--- src/rtl/clock_mode_ctrl.sv ---
// rtl/clock_mode_ctrl.sv - Button conditioning, mode FSM, increment strobes and run tick for the clock
// Optional feature macro: CLK_AUTO_REPEAT_EN (auto-repeat of a held increment button in SET modes).
module clock_mode_ctrl #(
    parameter int TICK_DIV      = 10000000,
    parameter int DEB_CYCLES    = 16,
    parameter int REPEAT_DELAY  = 5000000,
    parameter int REPEAT_PERIOD = 2500000
) (
    input  logic       clock,
    input  logic       resetb,
    input  logic       soft_rst,
    input  logic       mode_btn,
    input  logic       inc_btn,
    output logic       tick,
    output logic       inc_sec,
    output logic       inc_min,
    output logic       inc_hour,
    output logic       clr,
    output logic [1:0] mode,
    output logic       mode_led
);

    localparam int PRE_W = $clog2(TICK_DIV);
    localparam logic [PRE_W-1:0] PRE_LAST = PRE_W'(TICK_DIV - 1);
    localparam int DEB_W = $clog2(DEB_CYCLES + 1);
    localparam logic [DEB_W-1:0] DEB_LAST = DEB_W'(DEB_CYCLES - 1);

    typedef enum logic [1:0] {
        RUN      = 2'd0,
        SET_SEC  = 2'd1,
        SET_MIN  = 2'd2,
        SET_HOUR = 2'd3
    } mode_e;

    // Synchronizer bit order: [0]=soft_rst, [1]=mode_btn, [2]=inc_btn
    logic [2:0]       sync1_q, sync1_d, sync2_q, sync2_d;
    logic             clr_w;
    logic [1:0]       btn_s;

    // Debouncer index: [0]=mode, [1]=inc
    logic [DEB_W-1:0] deb_cnt_q [2];
    logic [DEB_W-1:0] deb_cnt_d [2];
    logic [1:0]       deb_lvl_q, deb_lvl_d;
    logic [1:0]       deb_dly_q, deb_dly_d;
    logic             mode_press, inc_press;

    mode_e            state_q, state_d;

    logic [PRE_W-1:0] pre_q, pre_d;
    logic             tick_q, tick_d;
    logic [2:0]       inc_q, inc_d;
    logic             run_stay, inc_fire, rpt_fire;

    always_comb begin
        sync1_d = {inc_btn, mode_btn, soft_rst};
        sync2_d = sync1_q;
    end

    assign clr_w = sync2_q[0];
    assign btn_s = sync2_q[2:1];

    always_comb begin
        for (int i = 0; i < 2; i++) begin
            deb_cnt_d[i] = '0;
            deb_lvl_d[i] = deb_lvl_q[i];
            if (clr_w) begin
                deb_lvl_d[i] = 1'b0;
            end else if (btn_s[i] != deb_lvl_q[i]) begin
                if (deb_cnt_q[i] == DEB_LAST) begin
                    deb_lvl_d[i] = btn_s[i];
                end else begin
                    deb_cnt_d[i] = deb_cnt_q[i] + 1'b1;
                end
            end
        end
        deb_dly_d = clr_w ? 2'b00 : deb_lvl_q;
    end

    assign mode_press = deb_lvl_q[0] & ~deb_dly_q[0];
    assign inc_press  = deb_lvl_q[1] & ~deb_dly_q[1];

    always_ff @(posedge clock or negedge resetb) begin
        if (!resetb) begin
            state_q <= RUN;
        end else begin
            state_q <= state_d;
        end
    end

    always_comb begin
        state_d = state_q;
        if (clr_w) begin
            state_d = RUN;
        end else if (mode_press) begin
            case (state_q)
                RUN:      state_d = SET_SEC;
                SET_SEC:  state_d = SET_MIN;
                SET_MIN:  state_d = SET_HOUR;
                default:  state_d = RUN;
            endcase
        end
    end

    always_comb begin
        mode = state_q;
        if (clr_w) begin
            mode = 2'd0;
        end
        mode_led = (mode != 2'd0);
    end

`ifdef CLK_AUTO_REPEAT_EN
    localparam int RPT_MAX = (REPEAT_DELAY > REPEAT_PERIOD) ? REPEAT_DELAY : REPEAT_PERIOD;
    localparam int RPT_W = $clog2(RPT_MAX + 1);
    localparam logic [RPT_W-1:0] RPT_DLY = RPT_W'(REPEAT_DELAY);
    localparam logic [RPT_W-1:0] RPT_PER = RPT_W'(REPEAT_PERIOD);

    logic [RPT_W-1:0] rpt_cnt_q, rpt_cnt_d;
    logic             rpt_arm_q, rpt_arm_d;
    logic             rpt_first_q, rpt_first_d;
    logic             rpt_hold;

    // Counter value 1 marks the cycle after a strobe; it fires when it reaches the active interval.
    always_comb begin
        rpt_hold    = !clr_w && (state_q != RUN) && deb_lvl_q[1] && !mode_press;
        rpt_fire    = rpt_hold && rpt_arm_q && !inc_press &&
                      (rpt_cnt_q == (rpt_first_q ? RPT_DLY : RPT_PER));
        rpt_cnt_d   = '0;
        rpt_arm_d   = 1'b0;
        rpt_first_d = 1'b1;
        if (rpt_hold) begin
            if (inc_press) begin
                rpt_arm_d = 1'b1;
                rpt_cnt_d = RPT_W'(1);
            end else if (rpt_arm_q) begin
                rpt_arm_d   = 1'b1;
                rpt_first_d = rpt_first_q && !rpt_fire;
                rpt_cnt_d   = rpt_fire ? RPT_W'(1) : rpt_cnt_q + 1'b1;
            end
        end
    end

    always_ff @(posedge clock or negedge resetb) begin
        if (!resetb) begin
            rpt_cnt_q   <= '0;
            rpt_arm_q   <= 1'b0;
            rpt_first_q <= 1'b1;
        end else begin
            rpt_cnt_q   <= rpt_cnt_d;
            rpt_arm_q   <= rpt_arm_d;
            rpt_first_q <= rpt_first_d;
        end
    end
`else
    localparam bit RPT_CFG = (REPEAT_DELAY > 0) && (REPEAT_PERIOD > 0);
    assign rpt_fire = RPT_CFG && 1'b0;
`endif

    // Leaving RUN also clears the prescaler so re-entry always waits a full TICK_DIV.
    always_comb begin
        run_stay = !clr_w && (state_q == RUN) && !mode_press;
        pre_d    = '0;
        tick_d   = 1'b0;
        if (run_stay) begin
            if (pre_q == PRE_LAST) begin
                tick_d = 1'b1;
            end else begin
                pre_d = pre_q + 1'b1;
            end
        end
        inc_fire = !clr_w && (inc_press || rpt_fire);
        inc_d    = 3'b000;
        if (inc_fire) begin
            case (state_q)
                SET_SEC:  inc_d = 3'b001;
                SET_MIN:  inc_d = 3'b010;
                SET_HOUR: inc_d = 3'b100;
                default:  inc_d = 3'b000;
            endcase
        end
    end

    always_ff @(posedge clock or negedge resetb) begin
        if (!resetb) begin
            sync1_q      <= '0;
            sync2_q      <= '0;
            deb_cnt_q[0] <= '0;
            deb_cnt_q[1] <= '0;
            deb_lvl_q    <= '0;
            deb_dly_q    <= '0;
            pre_q        <= '0;
            tick_q       <= 1'b0;
            inc_q        <= '0;
        end else begin
            sync1_q      <= sync1_d;
            sync2_q      <= sync2_d;
            deb_cnt_q[0] <= deb_cnt_d[0];
            deb_cnt_q[1] <= deb_cnt_d[1];
            deb_lvl_q    <= deb_lvl_d;
            deb_dly_q    <= deb_dly_d;
            pre_q        <= pre_d;
            tick_q       <= tick_d;
            inc_q        <= inc_d;
        end
    end

    assign tick     = tick_q;
    assign inc_sec  = inc_q[0];
    assign inc_min  = inc_q[1];
    assign inc_hour = inc_q[2];
    assign clr      = clr_w;

endmodule

--- config.mk ---
export PLATFORM = sky130hd
export DESIGN_NAME = clock_mode_ctrl
export DESIGN_NICKNAME = d
export VERILOG_FILES = /design/src/rtl/clock_mode_ctrl.sv
export SDC_FILE = /design/constraint.sdc
export NUM_CORES = 1
export LEC_CHECK = 0
export ABC_CLOCK_PERIOD_IN_PS = 5550
export BUFFER_PORTS_ARGS = -buffer_cell sky130_fd_sc_hd__clkbuf_2
export CAP_MARGIN = 10
export CORE_MARGIN = 2
export CORE_UTILIZATION = 47
export DETAILED_ROUTE_END_ITERATION = 16
export PLACE_DENSITY = 0.72
export SYNTH_ARGS = -nofsm -noshare
export SYNTH_HDL_FRONTEND = slang
export SYNTH_SLANG_ARGS = --single-unit
--- constraint.sdc ---
create_clock -name clock -period 5.55 [get_ports clock]
set_input_delay 0.2775 -clock clock [delete_from_list [all_inputs] [get_ports clock]]
set_output_delay 0.2775 -clock clock [all_outputs]
set_load 0.05 [all_outputs]
==> summary.md, run 1 <==
| Metric | Value |
|---|---|
| Initial Utilization | `0.479` |
| CTS tree | `yes` |
| Clock power share | `0.363` |
| Post-synthesis mux area share | `0` |
| Min Tclk post-route | `approximately 2.2 ns` |
| Synth area leaders | `dfrtp_1 56%, nor2_1 5.7%, xnor2_1 5.1%, ha_1 3.9%, a21oi_1 2.9%` |
| Peak VDD IR | `between 0.00015 and 0.0002 V` |
| Die width | `72.9 um` |
| WHS | `a little over 0.05 ns` |
| Area after DPL | `roughly 2300 um2` |
| Largest family of logic cells by synthesized area | `simple AND/OR/NAND/NOR gates` |
| Largest net degree at the start of global routing | `51` |
| RSZ-0062 raised after global routing | `no` |
| Crit path DAT | `around 2.4 ns` |
| Cell Rows | `25` |
| Area grow syn2layout | `9.53%` |
| Final ANT Viol Nets | `0` |
| Clk_skew | `approximately 0.0066 ns` |
| Hold Fails Final Rpt | `0` |
| Crit path launch type | `flip-flop` |
| Final WL | `between 3000 and 4000 um` |
| Share of cells above drive strength 1 | `0.116` |
| Sw Share | `0.229` |
| Vias post-DR | `1,565` |
| Final #Nets | `between 200 and 250` |
| Pre-Repair DR Iteration Count | `4` |
| Final TNS setup | `0 ns` |
| Core Area | `4660 um2` |
| I/O pin cnt | `13` |
| Crit path cell chain | `ha_1, nand3_1, or4_1, or4_1, a21oi_1` |
| Reg clk slew, reported paths | `0.09 ns` |
| Vias per cell | `roughly 5.5` |
| Ant diodes | `0` |
| Die height | `72.9 um` |
| Synth Area in XOR/XNOR | `0.0746` |
| Post-synth top cells | `50 x dfrtp_1, 34 x nor2_1, 13 x a21oi_1, 13 x nand3_1, 13 x xnor2_1` |
| Fin crit share | `0.398` |
| Worst-Skew Late Latency | `about 0.31 ns` |
| Setup Fix Bufs, Post-CTS | `0` |
| Post-synthesis adder-cell area fraction | `0.0393` |
| Synthesized area | `~2200 um2` |
| Syn nets | `229` |
| Final Power | `just over 600 uW` |
| Register area share after synthesis | `0.561` |
| Power per cell area | `about 250 nW/um2` |
| Most numerous cell in the Yosys netlist | `dfrtp_1` |
| CTS resizes | `0` |
| Post-synth EDFFs | `0` |
| Worst-path maximum fanout | `8` |
| Clock tree buffer depth | `2` |
| Avg Cell Area, Syn | `10.3 um2` |
| CP Data Required Time | `5.77 ns` |
| CTS root buffer | `clkbuf_8` |
| Critical path capture point type | `flip-flop` |
| # clock sinks | `50` |
| First-pass GRT wire length | `about 6400 um` |
| Initial antenna violation count | `0` |
| Dpl hpwl | `between 2000 and 2500 um` |
| Worst min path class | `in2async` |
| First DRT Iteration DRCs | `113` |
| CTS Buf Count | `5` |
| Hold_buf cts | `0` |
| Congestion Overflow GR | `0` |
| Switching pwr | `142 uW` |
| Number of max-cap violations | `0` |
| Delay of the slowest cell on the worst path | `between 0.6 and 0.7 ns` |
| Final Cell Area | `~2400 um2` |
| DR WL/cell | `between 10 and 15 um` |
| Power share of the combinational group | `0.033` |
| Most frequent cell on the critical path | `or4_1` |
| Sequential power share | `0.604` |
| # DRC | `0` |
| Internal Dissipation | `~480 uW` |
| Vias in the first global route | `around 1,500` |
| Cell variety after synth | `30` |
| Slew Viols, Final | `0` |
| Crit path kind | `reg2reg` |
| Cell count after synthesis | `roughly 220` |
| Gp weighted congestion | `approximately 0.83` |
| H-tree Lvls | `2` |
| LEAKAGE | `roughly 1.1 nW` |
| Final Setup Violations | `0` |
| Largest area contributor in the netlist | `dfrtp_1` |
| Slowest CP cell | `or4_1` |
| Rel. slew slack | `0.534` |
| Synthesized flop and latch total | `50` |
| Synth Area in Simple Gates | `0.236` |
| Async S/R FF share, synth | `1.00` |
| Synth top area share | `0.561` |
| Total Routing Usage GR | `0.156` |
| Tightest Pin Transition | `~0.7 ns` |
| Yosys warns | `0` |
| Status | `complete, no violations` |
| Synth Area in Compound Gates | `0.0679` |
| PortBufs | `12` |
| Die ar. | `between 5000 and 6000 um2` |
| Max frequency | `about 0.45 GHz` |
| Post-synth top flop | `dfrtp_1` |
path summary, 6_finish.rpt:
kind / cells past startpoint / to / startpoint / slack (ns)
max: 5 / pre_q[22]$_DFF_PN0_ / pre_q[0]$_DFF_PN0_ / 3.34
min: 2 / inc_q[2]$_DFF_PN0_ / resetb / 0.05
max reg2reg: 5 / pre_q[22]$_DFF_PN0_ / pre_q[0]$_DFF_PN0_ / 3.34
min reg2reg: 0 / sync2_q[1]$_DFF_PN0_ / sync1_q[1]$_DFF_PN0_ / 0.35
max in group asynchronous: 2 / deb_lvl_q[0]$_DFFE_PN0P_ / resetb / 5.08
min in group clock: 1 / sync1_q[2]$_DFF_PN0_ / inc_btn / 0.07
layout by cell type (no fill, tap or decap), types with 2 or more instances in the layout:
cell type	synthesis	layout
xnor2_1	13	13
or3_1	7	7
nor4_1	4	4
clkbuf_8	0	6
nand3_1	13	13
a21oi_1	13	13
nand2_1	9	9
and4_1	2	2
dfrtp_1	50	50
nor2b_1	4	4
nand4_1	5	5
and2_1	5	5
ha_1	7	7
clkbuf_2	0	12
xor2_1	6	6
nor3_1	6	6
and3_1	2	2
inv_1	7	7
nor2_1	34	34
o21ai_0	11	11
or4_1	4	4
or2_2	2	2
flip-flops by register name, indices dropped and copies added (netlist names):
name and flops:
deb_cnt_q 10, deb_dly_q 2, deb_lvl_q 2, inc_q 3
pre_q 24, state_q 2, sync1_q 3, sync2_q 3
tick 1
per-stage QoR:
stage	instances	util	setup WS [ns]
CTS	287	0.524	3.32
detailed placement	279	0.503	3.35
finish	287	0.524	3.34
global placement	279	0.503	3.42
global route	287	0.524	3.19
floorplan	217	-	3.51
power by group through the flow:
stage               Combinational (mW)  Clock (mW)  Sequential [mW]
floorplan                      0.00960           0            0.381
global placement                0.0210           0            0.381
detailed placement              0.0212           0            0.381
CTS                             0.0213       0.234            0.374
global route                    0.0246       0.248            0.375
finish                          0.0204       0.225            0.374
logic make-up (layout without fill, tap and decap cells):
| kind of cell | count (synthesis) | in the layout |
|---|---|---|
| buffers and inverters | 12 | 28 |
| DFF | 50 | 50 |
| adders and majority gates | 7 | 7 |
| and+or+nand+nor | 101 | 101 |
| xor gates and xnor gates | 19 | 19 |
| AOI/OAI and AO/OA | 28 | 28 |
critical path: cells and delay by family, from the launching register on:
family | cells | cell delay, ns
DFF | 1 | 0.38
adders and majority gates | 1 | 0.23
AOI/OAI and AO/OA | 1 | 0.16
and+or+nand+nor | 3 | 1.37
layer usage:
metal  vias up  wire length [um]  global-route usage
met5         -                 0                   0
met4         0                88              0.0720
met3         8               104              0.0428
met2        19              1700               0.239
met1       761              1740               0.206
li1        777                 -                   -
final cells by class:
type	instances	area, um2
clock buffer	6	82.6
clock inverter	2	16.3
fill	438	2220
inverter	7	26.3
multi-input combinational	155	932
sequential	50	1250
tap	54	67.6
timing repair buffer	13	67.6
Note: power is estimated with default switching activity, not from simulation.
==> inputs of run 2 (changes only) <==
--- a/config.mk
+++ b/config.mk
@@ -5,7 +5,8 @@
 export SDC_FILE = /design/constraint.sdc
 export NUM_CORES = 1
 export LEC_CHECK = 0
-export ABC_CLOCK_PERIOD_IN_PS = 5550
+export ABC_AREA = 1
+export ABC_CLOCK_PERIOD_IN_PS = 2250
 export BUFFER_PORTS_ARGS = -buffer_cell sky130_fd_sc_hd__clkbuf_2
 export CAP_MARGIN = 10
 export CORE_MARGIN = 2
==> constraint.sdc (replaced) <==
create_clock -name clock -period 2.25 [get_ports clock]
set_input_delay 0.1125 -clock clock [delete_from_list [all_inputs] [get_ports clock]]
set_output_delay 0.1125 -clock clock [all_outputs]
set_load 0.05 [all_outputs]
==> run 2 against run 1 <==
- sequential power rose by 150%
- sequential share of layout area fell by 6.2 points
- worst hold slack improved by 0.27 ns
- global-route usage rose by 2.1 points
- synthesized cell count rose by 42%
- register-to-register slack got worse by 2.8 ns
- largest cell class unchanged
- highest routed layer unchanged
==> summary.md, run 2 <==
| Metric | Value |
|---|---|
| RSZ-0062 raised after global routing | `no (unchanged)` |
| Synth area leaders | `dfrtp_1 50%, nor2_1 11%, nand2_1 10%, inv_1 5.6%, nand3_1 4.0% (was dfrtp_1 56%, nor2_1 5.7%, xnor2_1 5.1%, ha_1 3.9%, a21oi_1 2.9%)` |
| Hold Fails Final Rpt | `0 (unchanged)` |
| First-pass GRT wire length | `8340 um (was 6410 um)` |
| CTS tree | `yes (unchanged)` |
| Status | `complete, no violations (unchanged)` |
| Internal Dissipation | `1.29 mW (was 477 uW)` |
| Syn nets | `320 (was 229)` |
| Reg2reg start | `state_q[0]$_DFFE_PN0P_ (was pre_q[0]$_DFF_PN0_)` |
| Reg-to-reg endpoint | `pre_q[10]$_DFF_PN0_ (was pre_q[22]$_DFF_PN0_)` |
| Total Routing Usage GR | `0.177 (was 0.156)` |
| Yosys warns | `0 (unchanged)` |
| Crit path kind | `reg2reg (unchanged)` |
| Post-synth top flop | `dfrtp_1 (unchanged)` |
| Reg2reg setup slack | `0.50 ns (was 3.34 ns)` |
| Final WL | `4560 um (was 3640 um)` |
| Max reg flops | `24 (unchanged)` |
| WHS | `0.326 ns (was 0.0519 ns)` |
| CTS root buffer | `clkbuf_8 (unchanged)` |
| # clock sinks | `50 (unchanged)` |
| Clk_skew | `0.0117 ns (was 0.00658 ns)` |
| Share of cells above drive strength 1 | `0.115 (was 0.116)` |
| Congestion Overflow GR | `0 (unchanged)` |
| CTS Buf Count | `5 (unchanged)` |
| PortBufs | `12 (unchanged)` |
| Setup Fix Bufs, Post-CTS | `0 (unchanged)` |
| Reg clk slew, reported paths | `0.10 ns (was 0.09 ns)` |
| Clock tree buffer depth | `2 (unchanged)` |
| Number of max-cap violations | `0 (unchanged)` |
| Register area share after synthesis | `0.504 (was 0.561)` |
| Avg Cell Area, Syn | `8.06 um2 (was 10.3 um2)` |
| FILL cells | `460 (was 438)` |
| Cell variety after synth | `23 (was 30)` |
| # DRC | `0 (unchanged)` |
| Worst-Skew Late Latency | `0.31 ns (about the same)` |
| First DRT Iteration DRCs | `165 (was 113)` |
| Final ANT Viol Nets | `0 (unchanged)` |
| Largest area contributor in the netlist | `dfrtp_1 (unchanged)` |
| Pre-Repair DR Iteration Count | `4 (unchanged)` |
| Most numerous cell in the Yosys netlist | `nor2_1 (was dfrtp_1)` |
| Sequential power share | `0.548 (was 0.604)` |
| Final core occ | `0.544 (was 0.524)` |
| Cell count after synthesis | `308 (was 217)` |
| Peak VDD IR | `0.000313 V (was 0.000152 V)` |
| Power per cell area | `613 nW/um2 (was 254 nW/um2)` |
| Post-synth top cells | `73 x nor2_1, 68 x nand2_1, 50 x dfrtp_1, 37 x inv_1, 20 x nand3_1 (was 50 x dfrtp_1, 34 x nor2_1, 13 x a21oi_1, 13 x nand3_1, 13 x xnor2_1)` |
| Ant diodes | `0 (unchanged)` |
| Core Area | `5110 um2 (was 4660 um2)` |
| Final TNS setup | `0 ns (unchanged)` |
| Crit path DAT | `1.99 ns (was 2.44 ns)` |
| Die height | `76.7 um (was 72.9 um)` |
| Power share of the combinational group | `0.070 (was 0.033)` |
| Worst min path class | `in2async (unchanged)` |
| Worst-path maximum fanout | `13 (was 8)` |
| Crit path launch type | `flip-flop (unchanged)` |
| Area grow syn2layout | `12.0% (was 9.53%)` |
| Cell Rows | `26 (was 25)` |
| Die ar. | `5880 um2 (was 5310 um2)` |
| Slew Viols, Final | `0 (unchanged)` |
| Rel. slew slack | `0.635 (was 0.534)` |
| Commonest non-fill, non-tap cell in the layout | `nor2_1 (was dfrtp_1)` |
| First element of the critical path | `state_q[0]$_DFFE_PN0P_ (was pre_q[0]$_DFF_PN0_)` |
| Gp weighted congestion | `0.913 (was 0.829)` |
| Synthesized flop and latch total | `50 (unchanged)` |
| Path depth of the worst reg2reg path | `8 (was 5)` |
| Clock power share | `0.382 (was 0.363)` |
| Synthesized area | `2480 um2 (was 2230 um2)` |
| Top reg by flops | `pre_q (unchanged)` |
| Final Power | `1.70 mW (was 620 uW)` |
| Vias post-DR | `1,933 (was 1,565)` |
| Final #Nets | `342 (was 244)` |
| CP Data Required Time | `2.49 ns (was 5.77 ns)` |
| Area after DPL | `2620 um2 (was 2340 um2)` |
| Area of the multi-input gates | `1070 um2 (was 932 um2)` |
| Post-synth EDFFs | `0 (unchanged)` |
| Tightest Pin Transition | `0.547 ns (was 0.698 ns)` |
| Die width | `76.7 um (was 72.9 um)` |
| Register area | `1250 um2 (unchanged)` |
| Fin crit share | `0.777 (was 0.398)` |
| Dpl hpwl | `3370 um (was 2450 um)` |
| Worst setup endpoint | `pre_q[10]$_DFF_PN0_ (was pre_q[22]$_DFF_PN0_)` |
| Largest net degree at the start of global routing | `24 (was 51)` |
| Initial Utilization | `0.486 (was 0.479)` |
| Switching pwr | `414 uW (was 142 uW)` |
| LEAKAGE | `1.23 nW (was 1.06 nW)` |
| Vias in the first global route | `1,939 (was 1,466)` |
| CTS resizes | `0 (unchanged)` |
| Initial antenna violation count | `0 (unchanged)` |
| Vias per cell | `4.82 (was 5.45)` |
| I/O pin cnt | `13 (unchanged)` |
| Hold_buf cts | `4 (was 0)` |
| DR WL/cell | `11.4 um (was 12.7 um)` |
| Synth top area share | `0.504 (was 0.561)` |
| Final Setup Violations | `0 (unchanged)` |
| Sw Share | `0.243 (was 0.229)` |
| Most frequent cells in the layout | `73 x nor2_1, 68 x nand2_1, 50 x dfrtp_1 (was 50 x dfrtp_1, 34 x nor2_1, 13 x nand3_1, 13 x xnor2_1, 13 x a21oi_1)` |
| Min Tclk post-route | `1.75 ns (was 2.21 ns)` |
| Max frequency | `0.572 GHz (was 0.452 GHz)` |
| Critical path capture point type | `flip-flop (unchanged)` |
| Largest regs | `pre_q: 24 flops, deb_cnt_q: 10 flops (unchanged)` |
| H-tree Lvls | `2 (unchanged)` |
| Async S/R FF share, synth | `1.00 (unchanged)` |
| Final Cell Area | `2780 um2 (was 2440 um2)` |
-- run 2: cell types whose count changed in the layout (fill, tap and decap cells not counted), moves of 7 or more --
cell,delta
nand2_1,+59
nor2_1,+39
inv_1,+30
a21oi_1,-8
nand3_1,+7
or3_1,-7
xnor2_1,-7
-- run 2: metal layers --
metal	vias up	routed length [um]	global-route usage
met5	-	0	0
li1	984	-	-
met1	900	2160	0.234
met3	7	193	0.0306
met2	42	2100	0.278
met4	0	109	0.0945
-- run 2: critical path, stage by stage, from the launching register on --
cell and delay, ns:
dfrtp_1 0.43, inv_1 0.13, ha_1 0.19, nand2_1 0.07, nor2_2 0.18, inv_1 0.23, o21ai_0 0.25, nand2_1 0.09
nor2_1 0.11
-- run 2: final cells by class --
cell class,count,share of cell area
inverters,38,0.0513
flip-flops and latches,50,0.450
well taps,70,0.0315
clock buffers,5,0.0248
clock inverters,3,0.0171
repair buffers,18,0.0414
multi-input cells,217,0.384
-- run 2: worst min-delay path by stage --
stage                         startpoint  depth (start not counted)                      to
finish                            resetb                          2  deb_cnt_q[3]$_DFF_PN0_
global route        sync1_q[0]$_DFF_PN0_                          0    sync2_q[0]$_DFF_PN0_
CTS                               resetb                          2  deb_cnt_q[1]$_DFF_PN0_
detailed placement                resetb                          1  deb_cnt_q[1]$_DFF_PN0_
global placement                  resetb                          1  deb_cnt_q[2]$_DFF_PN0_
floorplan                         resetb                          0  deb_cnt_q[0]$_DFF_PN0_
-- run 2: cells by family (layout without fill, tap and decap cells) --
kind of cell,Yosys count,in the layout,synth area share
AO/OA/AOI/OAI,15,15,0.0333
XOR/XNOR,14,14,0.0494
adder cells (fa/ha/maj),7,7,0.0353
buffers and inverters,41,64,0.0660
flip-flops,50,50,0.504
AND/OR/NAND/NOR,181,181,0.312
-- run 2: power groups by stage --
stage	registers, mW	clock network (mW)	logic, mW
2_1_floorplan	0.949	0	0.0773
3_3_place_gp	0.950	0	0.111
3_5_place_dp	0.952	0	0.114
4_1_cts	0.934	0.671	0.121
5_1_grt	0.937	0.709	0.136
6_report	0.934	0.652	0.119
-- run 2: per-stage QoR --
stage / setup slack, ns / std cells
after CTS: 0.538 / 401
after floorplan: 0.570 / 308
after global placement: 0.716 / 389
final: 0.502 / 401
after global routing: 0.382 / 401
after detailed placement: 0.629 / 389
